File: src/rtl/tri_bus_pkg.sv
// ---------------------------------------------------------------------------
// tri_bus_pkg
// Shared definitions for the tri-state bus driver slice.
//   state_e         : bus-ownership FSM states (IDLE, TURN, DRIVE, RELEASE)
//   CNT_W           : width of the turnaround counter
//   PTR_W           : width of the round-robin pointer (covers MAX_CHANNELS)
//   MIN_/MAX_*      : legal ranges for CHANNELS and TURN_CYC
//   onehotToIndex() : converts a one-hot channel vector to its index
// ---------------------------------------------------------------------------
package tri_bus_pkg;

  typedef enum logic [1:0] {
    IDLE    = 2'd0,
    TURN    = 2'd1,
    DRIVE   = 2'd2,
    RELEASE = 2'd3
  } state_e;

  localparam int CNT_W        = 4;
  localparam int PTR_W        = 4;
  localparam int MIN_CHANNELS = 2;
  localparam int MAX_CHANNELS = 16;
  localparam int MIN_TURN_CYC = 1;
  localparam int MAX_TURN_CYC = 15;

  // Returns the index of the set bit; an all-zero input maps to index 0,
  // which callers only use when a channel has actually been selected.
  function automatic logic [PTR_W-1:0] onehotToIndex(input logic [MAX_CHANNELS-1:0] oneHot);
    logic [PTR_W-1:0] idx;
    idx = '0;
    for (int i = 0; i < MAX_CHANNELS; i++) begin
      if (oneHot[i]) idx = PTR_W'(i);
    end
    return idx;
  endfunction

endpackage

File: src/rtl/tri_bus_driver_rr_arbiter.sv
// ---------------------------------------------------------------------------
// rr_arbiter
// Combinational round-robin picker. The request vector is rotated so the
// pointer channel sits at bit 0, the lowest set bit is isolated, and the
// result is rotated back into channel order.
//   req_i   [CHANNELS] : per-channel requests
//   ptr_i   [PTR_W]    : channel index with highest priority this round
//   grant_o [CHANNELS] : one-hot winner, all-zero when nothing requests
// ---------------------------------------------------------------------------
module rr_arbiter
  import tri_bus_pkg::*;
#(
  parameter int CHANNELS = 4
) (
  input  logic [CHANNELS-1:0] req_i,
  input  logic [PTR_W-1:0]    ptr_i,
  output logic [CHANNELS-1:0] grant_o
);

  logic [2*CHANNELS-1:0] reqDbl;
  logic [2*CHANNELS-1:0] grantDbl;
  logic [CHANNELS-1:0]   reqRot;
  logic [CHANNELS-1:0]   grantRot;

  // Doubling the vector before shifting turns the shift into a rotation,
  // and x & -x keeps only the lowest set bit of the rotated requests.
  always_comb begin
    reqDbl   = {req_i, req_i} >> ptr_i;
    reqRot   = reqDbl[CHANNELS-1:0];
    grantRot = reqRot & (~reqRot + CHANNELS'(1));
    grantDbl = {grantRot, grantRot} << ptr_i;
    grant_o  = grantDbl[2*CHANNELS-1:CHANNELS];
  end

endmodule

File: src/rtl/tri_bus_driver.sv
// ---------------------------------------------------------------------------
// tri_bus_driver
// Shares one tri-state pad bus between CHANNELS requesters. A winner is
// chosen round-robin, the bus sits high-Z for TURN_CYC cycles, the winner's
// data is driven while its request stays high, and the bus is released with
// another TURN_CYC high-Z cycles before the next owner can drive.
//   clk      : clock, all state on the rising edge
//   rst_n    : asynchronous active-low reset
//   req      [CHANNELS]       : level requests, held until the owner is done
//   data_in  [CHANNELS*WIDTH] : channel n data at [n*WIDTH +: WIDTH]
//   grant    [CHANNELS]       : one-hot current owner, zero when none
//   busy                      : high whenever the FSM is not in IDLE
//   pad_o    [WIDTH]          : registered pad data
//   pad_t    [WIDTH]          : registered tristate enable, 1 = high-Z
// Optional feature macro TRI_BUS_PARK_EN: the last owner re-requesting the
// bus goes straight to DRIVE with no TURN; any other channel still turns.
// ---------------------------------------------------------------------------
module tri_bus_driver
  import tri_bus_pkg::*;
#(
  parameter int WIDTH    = 8,
  parameter int CHANNELS = 4,
  parameter int TURN_CYC = 1
) (
  input  logic                      clk,
  input  logic                      rst_n,
  input  logic [CHANNELS-1:0]       req,
  input  logic [CHANNELS*WIDTH-1:0] data_in,
  output logic [CHANNELS-1:0]       grant,
  output logic                      busy,
  output logic [WIDTH-1:0]          pad_o,
  output logic [WIDTH-1:0]          pad_t
);

  if (CHANNELS < MIN_CHANNELS || CHANNELS > MAX_CHANNELS) begin : gBadChannels
    $error("tri_bus_driver: CHANNELS out of range");
  end
  if (TURN_CYC < MIN_TURN_CYC || TURN_CYC > MAX_TURN_CYC) begin : gBadTurnCyc
    $error("tri_bus_driver: TURN_CYC out of range");
  end

  state_e              state_q, state_d;
  logic [CNT_W-1:0]    turnCnt_q, turnCnt_d;
  logic [PTR_W-1:0]    rrPtr_q, rrPtr_d;
  logic [CHANNELS-1:0] winOh_q, winOh_d;
  logic [CHANNELS-1:0] grant_q;
  logic [WIDTH-1:0]    padO_q;
  logic [WIDTH-1:0]    padT_q;

  logic [CHANNELS-1:0] rrWin;
  logic [PTR_W-1:0]    rrWinIdx;
  logic [PTR_W-1:0]    nextPtr;
  logic [WIDTH-1:0]    driveData;
  logic                anyReq;
  logic                winReq;
  logic                turnDone;
  logic                skipTurn;

  rr_arbiter #(
    .CHANNELS (CHANNELS)
  ) uArbiter (
    .req_i   (req),
    .ptr_i   (rrPtr_q),
    .grant_o (rrWin)
  );

  assign anyReq   = |req;
  assign winReq   = |(req & winOh_q);
  assign turnDone = (turnCnt_q == CNT_W'(TURN_CYC - 1));
  assign rrWinIdx = onehotToIndex(MAX_CHANNELS'(rrWin));
  assign nextPtr  = (rrWinIdx == PTR_W'(CHANNELS - 1)) ? '0 : rrWinIdx + PTR_W'(1);

`ifdef TRI_BUS_PARK_EN
  logic [CHANNELS-1:0] parkOh_q;
  logic                parkValid_q;

  // Remember the most recent channel that actually drove the pads, so an
  // immediate re-request from it can skip the turnaround.
  always_ff @(posedge clk or negedge rst_n) begin
    if (!rst_n) begin
      parkOh_q    <= '0;
      parkValid_q <= 1'b0;
    end else if (state_d == DRIVE) begin
      parkOh_q    <= winOh_d;
      parkValid_q <= 1'b1;
    end
  end

  assign skipTurn = parkValid_q && (rrWin == parkOh_q);
`else
  assign skipTurn = 1'b0;
`endif

  // Next-state logic. When RELEASE finishes with requests already waiting,
  // the IDLE arbitration is folded into that cycle so the gap between two
  // owners is exactly TURN_CYC release plus TURN_CYC turnaround cycles.
  // The counter is cleared on every state entry and counts up to
  // TURN_CYC-1, so it never wraps.
  always_comb begin
    state_d   = state_q;
    turnCnt_d = turnCnt_q;
    rrPtr_d   = rrPtr_q;
    winOh_d   = winOh_q;
    case (state_q)
      IDLE: begin
        if (anyReq) begin
          winOh_d   = rrWin;
          rrPtr_d   = nextPtr;
          turnCnt_d = '0;
          state_d   = skipTurn ? DRIVE : TURN;
        end
      end
      TURN: begin
        if (!winReq) begin
          turnCnt_d = '0;
          state_d   = RELEASE;
        end else if (turnDone) begin
          turnCnt_d = '0;
          state_d   = DRIVE;
        end else begin
          turnCnt_d = turnCnt_q + CNT_W'(1);
        end
      end
      DRIVE: begin
        if (!winReq) begin
          turnCnt_d = '0;
          state_d   = RELEASE;
        end
      end
      RELEASE: begin
        if (!turnDone) begin
          turnCnt_d = turnCnt_q + CNT_W'(1);
        end else if (anyReq) begin
          winOh_d   = rrWin;
          rrPtr_d   = nextPtr;
          turnCnt_d = '0;
          state_d   = skipTurn ? DRIVE : TURN;
        end else begin
          turnCnt_d = '0;
          state_d   = IDLE;
        end
      end
      default: begin
        turnCnt_d = '0;
        state_d   = IDLE;
      end
    endcase
  end

  // Data of whichever channel will own the bus in the coming cycle.
  always_comb begin
    driveData = '0;
    for (int n = 0; n < CHANNELS; n++) begin
      if (winOh_d[n]) driveData = data_in[n*WIDTH +: WIDTH];
    end
  end

  // State and pad registers. The pad controls follow the next state, so the
  // bus drives exactly in DRIVE cycles and goes high-Z together with the
  // grant clearing. Reset forces the pads high-Z without waiting for a clock.
  always_ff @(posedge clk or negedge rst_n) begin
    if (!rst_n) begin
      state_q   <= IDLE;
      turnCnt_q <= '0;
      rrPtr_q   <= '0;
      winOh_q   <= '0;
      grant_q   <= '0;
      padO_q    <= '0;
      padT_q    <= '1;
    end else begin
      state_q   <= state_d;
      turnCnt_q <= turnCnt_d;
      rrPtr_q   <= rrPtr_d;
      winOh_q   <= winOh_d;
      grant_q   <= (state_d == DRIVE) ? winOh_d : '0;
      padT_q    <= (state_d == DRIVE) ? '0 : '1;
      if (state_d == DRIVE) padO_q <= driveData;
    end
  end

  assign grant = grant_q;
  assign pad_o = padO_q;
  assign pad_t = padT_q;
  assign busy  = (state_q != IDLE);

endmodule
File: config.mk
export PLATFORM = sky130hd
export DESIGN_NAME = tri_bus_driver
export DESIGN_NICKNAME = d
export VERILOG_FILES = /design/src/rtl/tri_bus_pkg.sv /design/src/rtl/tri_bus_driver_rr_arbiter.sv /design/src/rtl/tri_bus_driver.sv
export SDC_FILE = /design/constraint.sdc
export NUM_CORES = 1
export LEC_CHECK = 0
export ABC_AREA = 0
export BUFFER_PORTS_ARGS = -buffer_cell sky130_fd_sc_hd__buf_2
export CORE_AREA = 2 2 68 70
export CTS_CLUSTER_SIZE = 16
export DETAILED_ROUTE_END_ITERATION = 12
export DIE_AREA = 0 0 70 72
export HOLD_SLACK_MARGIN = 0.12
export MAX_ROUTING_LAYER = met4
export PLACE_DENSITY_LB_ADDON = 0.12
export SLEW_MARGIN = 40
export SYNTH_ARGS = -nofsm -noshare
export SYNTH_HDL_FRONTEND = slang
export SYNTH_SLANG_ARGS = --single-unit
File: constraint.sdc
create_clock -name clk -period 2.5 [get_ports clk]
set_input_delay 0.125 -clock clk [delete_from_list [all_inputs] [get_ports clk]]
set_output_delay 0.125 -clock clk [all_outputs]
set_load 0.005 [all_outputs]
Word-level counts from Yosys, hierarchy flattened:

Cells that the tools add are included.

* bits in registers: 34
* output and inout port bits: 21
* bits of input ports: 38

* shifts and indexed selects: 2
* add/subtract/negate cells: 3
* multiplexer cells: 28
* reductions and logical operators: 8
* bitwise gates (word level): 3
* equality and inequality tests: 8

Operator list (count)
* $mux W4: 10
* $mux W8: 5
* $pmux W4 S2: 2
* $pmux W4 S4: 1
* $mux W2: 7
* $add A4 B1 Y4 const B: 3
* $and A4 B4 Y4: 2
* $pmux W2 S4: 1
* $reduce_or A4 Y1: 2
* $shl A8 B4 Y8: 1
* $shr A8 B4 Y4: 1
* $eq A2 B2 Y1 const B: 3
* $ne A2 B2 Y1 const B: 3
* $eq A4 B2 Y1 const B: 1
* $logic_not A4 Y1: 1
* $not A4 Y4: 1
* $reduce_and A2 Y1: 2
* $reduce_bool A2 Y1: 2
* $eq A2 B1 Y1 const B: 1
* $logic_not A2 Y1: 1
* $mux W1: 2

Logic depth before layout (Yosys ltp):

Gate-level depths: netlist of the first run.

* depth after elaboration: 13
* depth in mapped cells: 10
* depth with buffers taken out: 8

Modules after synthesis:

A second synthesis of the first run with hierarchy kept.

* cells, all modules: 232
* area, all modules: 2082.0 um^2

By module, submodules not included
* tri_bus_driver: instances 1, seq. area each 626.9 um^2, area each 1671.6 um^2, cells each 176
* rr_arbiter: instances 1, seq. area each 0.0 um^2, area each 410.4 um^2, cells each 56

Worst setup path after synthesis of the first run:

OpenSTA, ideal clock, no wires.

* kind: register to register
* start: register turnCnt_q[0]
* end: register padO_q[7] (netlist: pad_o[7])
* clock period less this slack: 2.398 ns
* data required time: 2.414 ns
* arrival time: 2.312 ns
* library setup time: 0.086 ns
* stages on the path, launching flop included: 10
* path buffers: 1
* slack: 0.102 ns
* cell sequence: dfrtp_1 -> inv_1 -> ha_1 -> or3b_1 -> buf_6 -> and2_4 -> a2111oi_4 -> o311ai_0 -> a221o_1 -> a32oi_1

* cells in the longest elaborated chain, start to end: 7

Ends and longest elaborated chain
* start, declared: RTL line tri_bus_driver.sv:43 `logic [CNT_W-1:0] turnCnt_q, turnCnt_d;`
* start signal, assigned: RTL line tri_bus_driver.sv:172 `turnCnt_q <= turnCnt_d;`
* $logic_not A4 Y1 *: RTL line tri_bus_driver.sv:69 `assign turnDone = (turnCnt_q == CNT_W'(TURN_CYC - 1));`
* $mux W4: RTL line tri_bus_driver.sv:131 `if (!turnDone) begin`
* $pmux W4 S2: RTL line tri_bus_driver.sv:104 `case (state_q)`
* $mux W8 (4 in series): RTL line tri_bus_driver.sv:154 `if (winOh_d[n]) driveData = data_in[n*WIDTH +: WIDTH];`
* end signal, assigned: RTL line tri_bus_driver.sv:177 `if (state_d == DRIVE) padO_q <= driveData;`
* end, declared: RTL line tri_bus_driver.sv:47 `logic [WIDTH-1:0] padO_q;`

Every way passes the cells marked *; elsewhere a longest branch is shown, timed or not.
A chain may end at the register's enable or synchronous reset.

Final worst setup path of the first run:

Same ends and word-level chain as after synthesis.

==> out/metrics.yaml, run 1 <==
routing:
  drt_wl_total_mm: 5.359
  viasPerCell: 5.970
  antenna_left: 0
  drc_errors: 0
  first_pass_iters: 4
  wl_per_cell_um: 15.95
  via_count: 2006
  drt_iter0_markers: 139
job:
  cap_violations: 0
timing:
  slew_violations: 0
  fin_crit_sh_pct: 95.71
  worst_pin_slew_ns: 0.6137
  setup_violations: 0
  fin_worst_skew_ns: 0.003027
  clock.fmax_mhz: 418.0
  finalCriticalPeriod_ns: 2.393
  relSlewSlack_pct: 59.04
  finalHoldViolations: 0
logic_synthesis:
  synth-warning-count: 0
  syn_nets: 263
  ys.flop_type: "dfrtp_1"
  async_flop_share_pct: 100.0
  ys_seq_elements: 25
  synth_area_mm2: 0.001941
  synth_cell_types: 56
  synth_edf_count: 0
  ys_seq_area_share_pct: 32.30
  synthCells: 219
  syn_area_per_cell_um2: 8.861
power_and_ir_drop:
  power_switching_share_pct: 48.80
  p_leak_nw: 1.116
  seqPwrFrac_pct: 20.8
  combPwrFrac_pct: 71.1
  switchingPower_mw: 1.560
  ir_drop_v: 0.0005481
  internal-power_mw: 1.637
  pwr-share-clk_pct: 8.0
  cellPowerDensity_mw_per_mm2: 1294
grt:
  grt_max_degree: 26
  antenna_found_initial: 0
  grt.total_usage_pct: 22.38
  grt_pass1_vias: 1812
  grt_overflow: 0
  grt_pass1_wl_mm: 8.825
critical_path:
  critPathLaunchType: "flop"
  reg2reg_from: "turnCnt_q[0]$_DFFE_PN0P_"
  cp.arrival_ns: 2.59
  end_kind: "flop"
  path_max_fanout: 5
  startpoint: "turnCnt_q[0]$_DFFE_PN0P_"
  critPathRequiredTime_ns: 2.70
  path_class: "flop to flop"
placement:
  dpl.cell_count: 330
  postPlaceCellArea_mm2: 0.002355
  hpwl_mm: 3.871
  portBuffers: 58
  globalplace.congestion: 0.8733
cts:
  clock-sinks: 25
  cts_tree: "done"
  clk_pin_slew_worst_paths_ns: 0.10
  htreeDepth: 1
  clock_latency_ns: 0.28
  cts_setup_buffers: 0
  cts-root-buf: "clkbuf_8"
  numCtsBuffers: 3
  clock_path_buffers: 2
die:
  coreArea_mm2: 0.004264
  initial_core_util_pct: 45.51
  fp.dieH_um: 72
  ios: 59
  die_w_um: 70
  dieArea_mm2: 0.005040
  rows: 24
layout:
  stdcell_count: 336
  diodes: 0
  syn_to_final_growth_pct: 27.27
  final_cell_mix: "buf_2 (58), dfrtp_1 (24), buf_4 (21)"
  stdcell_area_mm2: 0.002470
  drive_gt1_share_pct: 35.92
  layout_commonest_cell: "buf_2"
  nets: 329
hold_path:
  min-delay-start: "data_in[24]"
  min_path_type: "input port to flop"
run_status:
  status: "complete, no violations"
[worst max-delay path, stage by stage (launching register included)]
cell and delay (ns):
dfrtp_1 0.39, inv_1 0.07, ha_2 0.20, or3b_1 0.37
and2_4 0.18, a2111oi_4 0.25, buf_6 0.17, o311ai_0 0.13
a221o_1 0.38, a32oi_1 0.18
[area by class of cell]
class                      instances  area (µm²)
multi-input combinational        156        1179
timing repair buffer              82       489.2
clock inverter                     1       5.005
tap                               52       65.06
sequential                        25       626.9
inverter                          17       63.81
fill                             406        1794
clock buffer                       3       41.29
[power groups by stage]
stage / Combinational [mW] / Clock [mW] / Sequential (mW)
2_1_floorplan: 1.43 / 0 / 0.657
5_1_grt: 2.52 / 0.274 / 0.686
4_1_cts: 2.16 / 0.259 / 0.663
3_5_place_dp: 2.14 / 0 / 0.667
3_3_place_gp: 2.12 / 0 / 0.668
6_report: 2.27 / 0.257 / 0.665
[Yosys cell counts (8+ instances only)]
| library cell | n | area share, % |
|---|---|---|
| dfrtp_1 | 24 | 31 |
| nand3_1 | 11 | 2.8 |
| and3_1 | 8 | 2.6 |
| a221o_1 | 8 | 4.1 |
| nor2_1 | 13 | 2.5 |
| inv_1 | 16 | 3.1 |
| nand4_1 | 8 | 2.6 |
| o21ai_0 | 9 | 2.3 |
| a21oi_1 | 17 | 4.4 |
| a32oi_1 | 8 | 3.6 |
[logic make-up after synthesis]
kind of cell               Yosys count  synth area share (%)
DFF                                 25                 32.30
buffers and inverters               38                 9.413
AOI/OAI and AO/OA                   80                 33.46
adders and majority gates            6                 3.868
and+or+nand+nor                     70                 20.95
[state kept, by name, indices dropped and copies added (netlist names)]
name       count
winOh_q        4
turnCnt_q      4
pad_o          8
grant          4
rrPtr_q        2
pad_t          1
state_q        2
[final timing paths]
path                                                 end  cells past startpoint  slack, ns
worst max-delay path                pad_o[7]$_DFFE_PN0N_                      9       0.11
worst min-delay path                pad_o[0]$_DFFE_PN0N_                      3       0.18
worst max register to register      pad_o[7]$_DFFE_PN0N_                      9       0.11
worst min register to register  turnCnt_q[3]$_DFFE_PN0P_                      1       0.52
max in group asynchronous           pad_o[2]$_DFFE_PN0N_                      2       1.72
min in group asynchronous         rrPtr_q[0]$_DFFE_PN0P_                      2       0.38
[through the flow]
step           hold slack [ns]  util, %  setup TNS, ns  total power, mW  setup slack, ns
6_report                0.1843    57.92              0            3.196           0.1074
4_1_cts                 0.1833    56.81              0            3.077          0.04397
2_1_floorplan          -0.1706        -              0            2.086           0.1022
3_3_place_gp            0.1571    55.22              0            2.789          0.05116
3_5_place_dp            0.1666    55.22              0            2.804          0.02143
5_1_grt                 0.1941    57.92      -0.009988            3.476        -0.009988
[routing by layer]
metal / part of all wire, % / global-route usage [%]
met5: 0 / -
met2: 46 / 33.86
met3: 5.7 / 2.639
met4: 0.99 / 6.410
met1: 48 / 31.87
[what timing repair did]
item | 4_1_cts | 5_1_grt
hold buffers | 1 | 0
cloned | 0 | 1
hold endpoints to repair | 24 | 0
pin swaps | 0 | 1
endpoints found under the setup margin | 1 | 8
gates resized for setup | 2 | 11
No activity file was read; power rests on OpenSTA's default activity.
==> run 2: changes to the inputs <==
GPL_TIMING_DRIVEN = 0   (was unset)
==> run 2 against run 1 <==
The run now ends with setup timing left; clock power fell by 2%; non-clock buffer count rose by 13; worst hold slack improved by 0.0036 ns; global-route usage rose by 1.5 points; maximum frequency fell by 7.0%; cell area rose by 5.6%; combinational power rose by 11%; critical path type unchanged; critical endpoint is now pad_o[6]$_DFFE_PN0N_.
==> out/metrics.yaml, run 2 (same netlist as run 1, synthesis figures left out) <==
cts:
  numCtsBuffers: 3
  clock_latency_ns: 0.27
  cts_tree: "done"
  htreeDepth: 1
  clk_pin_slew_worst_paths_ns: 0.10
  cts-root-buf: "clkbuf_8"
  clock_path_buffers: 2
  clock-sinks: 25
placement:
  portBuffers: 54
  globalplace.congestion: 0.8355
  dpl.cell_count: 325
  hpwl_mm: 3.900
  postPlaceCellArea_mm2: 0.002276
power_and_ir_drop:
  finalPower_mw: 3.415
  ir_drop_v: 0.0007596
  cellPowerDensity_mw_per_mm2: 1310
  p_leak_nw: 1.166
critical_path:
  slowest_stage: "dfrtp_1"
  rrSetupSlack_ns: -0.07
  max_stage_delay_ns: 0.40
  critPathLaunchType: "flop"
  end_kind: "flop"
  path_max_fanout: 7
  path_class: "flop to flop"
  cp.arrival_ns: 2.76
  path_cells: "inv_1 -> ha_2 -> or3b_1 -> buf_6 -> and2_4 -> a2111oi_4 -> buf_4 -> o311ai_1 -> a221o_1 -> a32oi_1"
  critPathRequiredTime_ns: 2.69
timing:
  fin_worst_skew_ns: 0.004810
  hold-worst-slack_ns: 0.1879
  setup_violations: 8
  finalHoldViolations: 0
  fin_crit_sh_pct: 102.9
  slew_violations: 0
  worst_pin_slew_ns: 0.7466
  finalWorstSetupSlack_ns: -0.07302
  relSlewSlack_pct: 50.05
  clock.fmax_mhz: 388.6
  rsz0062_at_grt: "yes"
  finalCriticalPeriod_ns: 2.573
grt:
  grt_overflow: 0
  grt_pass1_vias: 1967
  grt_max_degree: 26
  grt.total_usage_pct: 23.84
  antenna_found_initial: 0
  grt_pass1_wl_mm: 9.459
die:
  die_w_um: 70
  ios: 59
  dieArea_mm2: 0.005040
  fp.dieH_um: 72
  coreArea_mm2: 0.004264
  rows: 24
  initial_core_util_pct: 45.51
layout:
  fillers: 400
  diodes: 0
  stdcell_count: 350
  syn_to_final_growth_pct: 34.36
  stdcell_area_mm2: 0.002608
  nets: 343
  multiInputGateArea_mm2: 0.001247
  final_cell_mix: "buf_2 (58), buf_4 (25), dfrtp_1 (24)"
  drive_gt1_share_pct: 38.26
  seq_area_um2: 626.9
  layout_commonest_cell: "buf_2"
  largest_reg_flops: 8
routing:
  drt_iter0_markers: 143
  first_pass_iters: 4
  drc_errors: 0
  antenna_left: 0
  via_count: 2141
  viasPerCell: 6.117
  wl_per_cell_um: 16.97
  drt_wl_total_mm: 5.940
job:
  cap_violations: 0
run_status:
  status: "complete, but fails checks"
  violations: "setup timing"
hold_path:
  min_path_type: "input port to flop"
run 2: final cells by class:
type                    count  share of cell area, %
clock buffers               4                  1.727
flip-flops and latches     25                  24.04
repair buffers             75                  16.65
multi-input cells         157                  47.84
plain buffers              20                  4.750
inverters                  17                  2.495
well taps                  52                  2.495
run 2: path summary, 6_finish.rpt:
kind | from | endpoint | cells past startpoint
max in group asynchronous | rst_n | pad_o[6]$_DFFE_PN0N_ | 2
min in group asynchronous | rst_n | rrPtr_q[0]$_DFFE_PN0P_ | 2
worst max-delay path | turnCnt_q[1]$_DFFE_PN0P_ | pad_o[6]$_DFFE_PN0N_ | 10
worst max register to register | turnCnt_q[1]$_DFFE_PN0P_ | pad_o[6]$_DFFE_PN0N_ | 10
worst min-delay path | data_in[28] | pad_o[4]$_DFFE_PN0N_ | 3
worst min register to register | pad_o[2]$_DFFE_PN0N_ | pad_o[2]$_DFFE_PN0N_ | 2
run 2: where the power goes:
part           switching [mW]  leakage (nW)  internal (mW)
registers              0.0988         0.315          0.557
clock network           0.139        0.0228          0.114
logic                    1.49         0.828           1.02
run 2: critical path: cells and delay by family (launching register included):
kind	cells	cell delay, ns
AO/OA/AOI/OAI	4	0.95
flip-flops	1	0.40
AND/OR/NAND/NOR	2	0.53
adder cells (fa/ha/maj)	1	0.18
buffers and inverters	3	0.43
run 2: per-layer routing:
layer / GRT usage, % / part of all wire (%) / vias to the layer above
li1: - / - / 1020
met1: 34.15 / 46 / 1015
met2: 36.19 / 46 / 94
met3: 2.361 / 7.0 / 12
met4: 6.838 / 1.6 / 0
met5: - / 0 / -
run 2: what timing repair did:
item / 4_1_cts / 5_1_grt
hold buffers: 1 / 0
cloned: 1 / 1
setup endpoints to repair: 9 / 9
resized for setup: 15 / 16
pin swaps: 4 / 22
endpoints found under the hold margin: 24 / 0
setup buffers: 9 / 10
run 2: stage by stage:
step	setup TNS, ns	setup WS, ns	util, %
2_1_floorplan	0	0.1022	-
3_3_place_gp	-3.469	-0.4618	53.37
3_5_place_dp	-3.775	-0.4811	53.37
4_1_cts	-0.001485	-0.001231	58.39
5_1_grt	-1.272	-0.1689	61.15
6_report	-0.3036	-0.07302	61.15
==> run 3: changes to the inputs <==
CORE_AREA = 2 2 65 67   (was 2 2 68 70)
DIE_AREA = 0 0 67 69   (was 0 0 70 72)
clock period = 2.6 ns   (was 2.5 ns; I/O delays follow)
==> run 3 against run 2 <==
The run now ends clean; cell count shrank 1.4%; first-iteration DRC count grew 120%; global-route usage grew 2.2 points; critical path depth shrank 1; core utilization grew 5.5 points; critical path type unchanged.
==> out/metrics.yaml, run 3 (same netlist as run 1, synthesis figures left out) <==
cts:
  clock_latency_ns: 0.28
  cts-root-buf: "clkbuf_8"
  htreeDepth: 1
  clock_path_buffers: 2
  numCtsBuffers: 3
  clock-sinks: 25
  cts_tree: "done"
  clk_pin_slew_worst_paths_ns: 0.09
layout:
  drive_gt1_share_pct: 39.66
  final_cell_mix: "buf_2 (57), buf_4 (25), dfrtp_1 (24)"
  layout_commonest_cell: "buf_2"
  nets: 340
  largest_reg_flops: 8
  syn_to_final_growth_pct: 34.49
  diodes: 0
critical_path:
  r2r_end: "pad_o[0]$_DFFE_PN0N_"
  critPathLaunchType: "flop"
  cp.arrival_ns: 2.74
  path_class: "flop to flop"
  path_max_fanout: 6
  end_kind: "flop"
  reg2reg_from: "turnCnt_q[0]$_DFFE_PN0P_"
  r2r_cells: 9
  rrSetupSlack_ns: 0.05
  critPathRequiredTime_ns: 2.79
die:
  die_w_um: 67
  dieArea_mm2: 0.004623
  ios: 59
  coreArea_mm2: 0.003914
  initial_core_util_pct: 49.58
  rows: 23
  fp.dieH_um: 69
routing:
  drt_wl_total_mm: 6.041
  via_count: 2175
  viasPerCell: 6.304
  first_pass_iters: 4
  wl_per_cell_um: 17.51
  drc_errors: 0
  drt_iter0_markers: 308
  antenna_left: 0
run_status:
  status: "complete, no violations"
timing:
  slew_violations: 0
  hold-worst-slack_ns: 0.1917
  rsz0062_at_grt: "yes"
  setup_tns_ns: 0
  fin_worst_skew_ns: 0.002619
  worst_pin_slew_ns: 0.6112
  relSlewSlack_pct: 58.94
  fin_crit_sh_pct: 98.20
  finalHoldViolations: 0
  setup_violations: 0
  finalCriticalPeriod_ns: 2.553
  clock.fmax_mhz: 391.7
  finalWorstSetupSlack_ns: 0.04688
grt:
  antenna_found_initial: 0
  grt_pass1_wl_mm: 9.342
  grt_max_degree: 26
  grt_overflow: 0
  grt_pass1_vias: 1993
  grt.total_usage_pct: 26.06
hold_path:
  min-delay-start: "data_in[26]"
  min_path_type: "input port to flop"
  hold_depth: 3
  whs_endpoint: "pad_o[2]$_DFFE_PN0N_"
power_and_ir_drop:
  cellPowerDensity_mw_per_mm2: 1283
  finalPower_mw: 3.349
  p_leak_nw: 1.153
  ir_drop_v: 0.0006756
placement:
  hpwl_mm: 3.899
  globalplace.congestion: 0.8274
  pre_cts_slack_ns: -0.3413
  portBuffers: 54
job:
  cap_violations: 0
## run 3: worst max path at each step
| stage | from | endpoint | slack (ns) | cells after the start |
|---|---|---|---|---|
| floorplan | turnCnt_q[0]$_DFFE_PN0P_ | pad_o[7]$_DFFE_PN0N_ | 0.20 | 9 |
| global placement | state_q[0]$_DFF_PN0_ | pad_o[4]$_DFFE_PN0N_ | -0.34 | 9 |
| detailed placement | state_q[0]$_DFF_PN0_ | pad_o[7]$_DFFE_PN0N_ | -0.34 | 9 |
| CTS | turnCnt_q[0]$_DFFE_PN0P_ | pad_o[7]$_DFFE_PN0N_ | -0.02 | 9 |
| global route | turnCnt_q[0]$_DFFE_PN0P_ | pad_o[0]$_DFFE_PN0N_ | -0.06 | 9 |
| finish | turnCnt_q[0]$_DFFE_PN0P_ | pad_o[0]$_DFFE_PN0N_ | 0.05 | 9 |
## run 3: area by class of cell
| type | instances | area (µm²) |
|---|---|---|
| Tap cell | 50 | 62.56 |
| Buffer | 19 | 116.4 |
| Timing Repair Buffer | 73 | 419.2 |
| Fill cell | 336 | 1304 |
| Clock buffer | 3 | 41.29 |
| Clock inverter | 1 | 5.005 |
| Sequential cell | 25 | 626.9 |
| Multi-Input combinational cell | 157 | 1274 |
| Inverter | 17 | 65.06 |
## run 3: through the flow
step | util, % | cell area, µm² | cells
after floorplan | - | 1941 | 219
after global placement | 58.09 | 2273 | 323
after detailed placement | 58.09 | 2273 | 323
after CTS | 63.27 | 2476 | 336
after global routing | 66.69 | 2610 | 345
final | 66.69 | 2610 | 345
## run 3: per-layer routing
metal | global-route usage, % | vias to the layer above | routed length [µm]
li1 | - | 1009 | -
met1 | 36.95 | 1045 | 2633
met2 | 38.50 | 102 | 2898
met3 | 2.936 | 19 | 382
met4 | 8.617 | 0 | 127
met5 | - | - | 0
## run 3: worst max-delay path, cell delays in order (launching register included)
cell	delay (ns)
dfrtp_1	0.44
inv_1	0.08
ha_2	0.17
or3b_4	0.42
and2_4	0.17
a2111oi_4	0.33
buf_4	0.21
o311ai_2	0.08
a221o_1	0.33
a32oi_1	0.23
## run 3: power by group
| part | switching, mW | internal (mW) | leakage, nW |
|---|---|---|---|
| Sequential | 0.0998 | 0.536 | 0.315 |
| Combinational | 1.46 | 1.01 | 0.812 |
| Clock | 0.138 | 0.108 | 0.0255 |
| Total | 1.70 | 1.65 | 1.15 |
## run 3: repair_timing
item	CTS	global route
gates cloned	1	1
hold endpoints to repair	24	0
resized for setup	14	25
pin swaps	3	21
hold buffers	1	0
setup endpoints to repair	9	8
buffers inserted	7	10
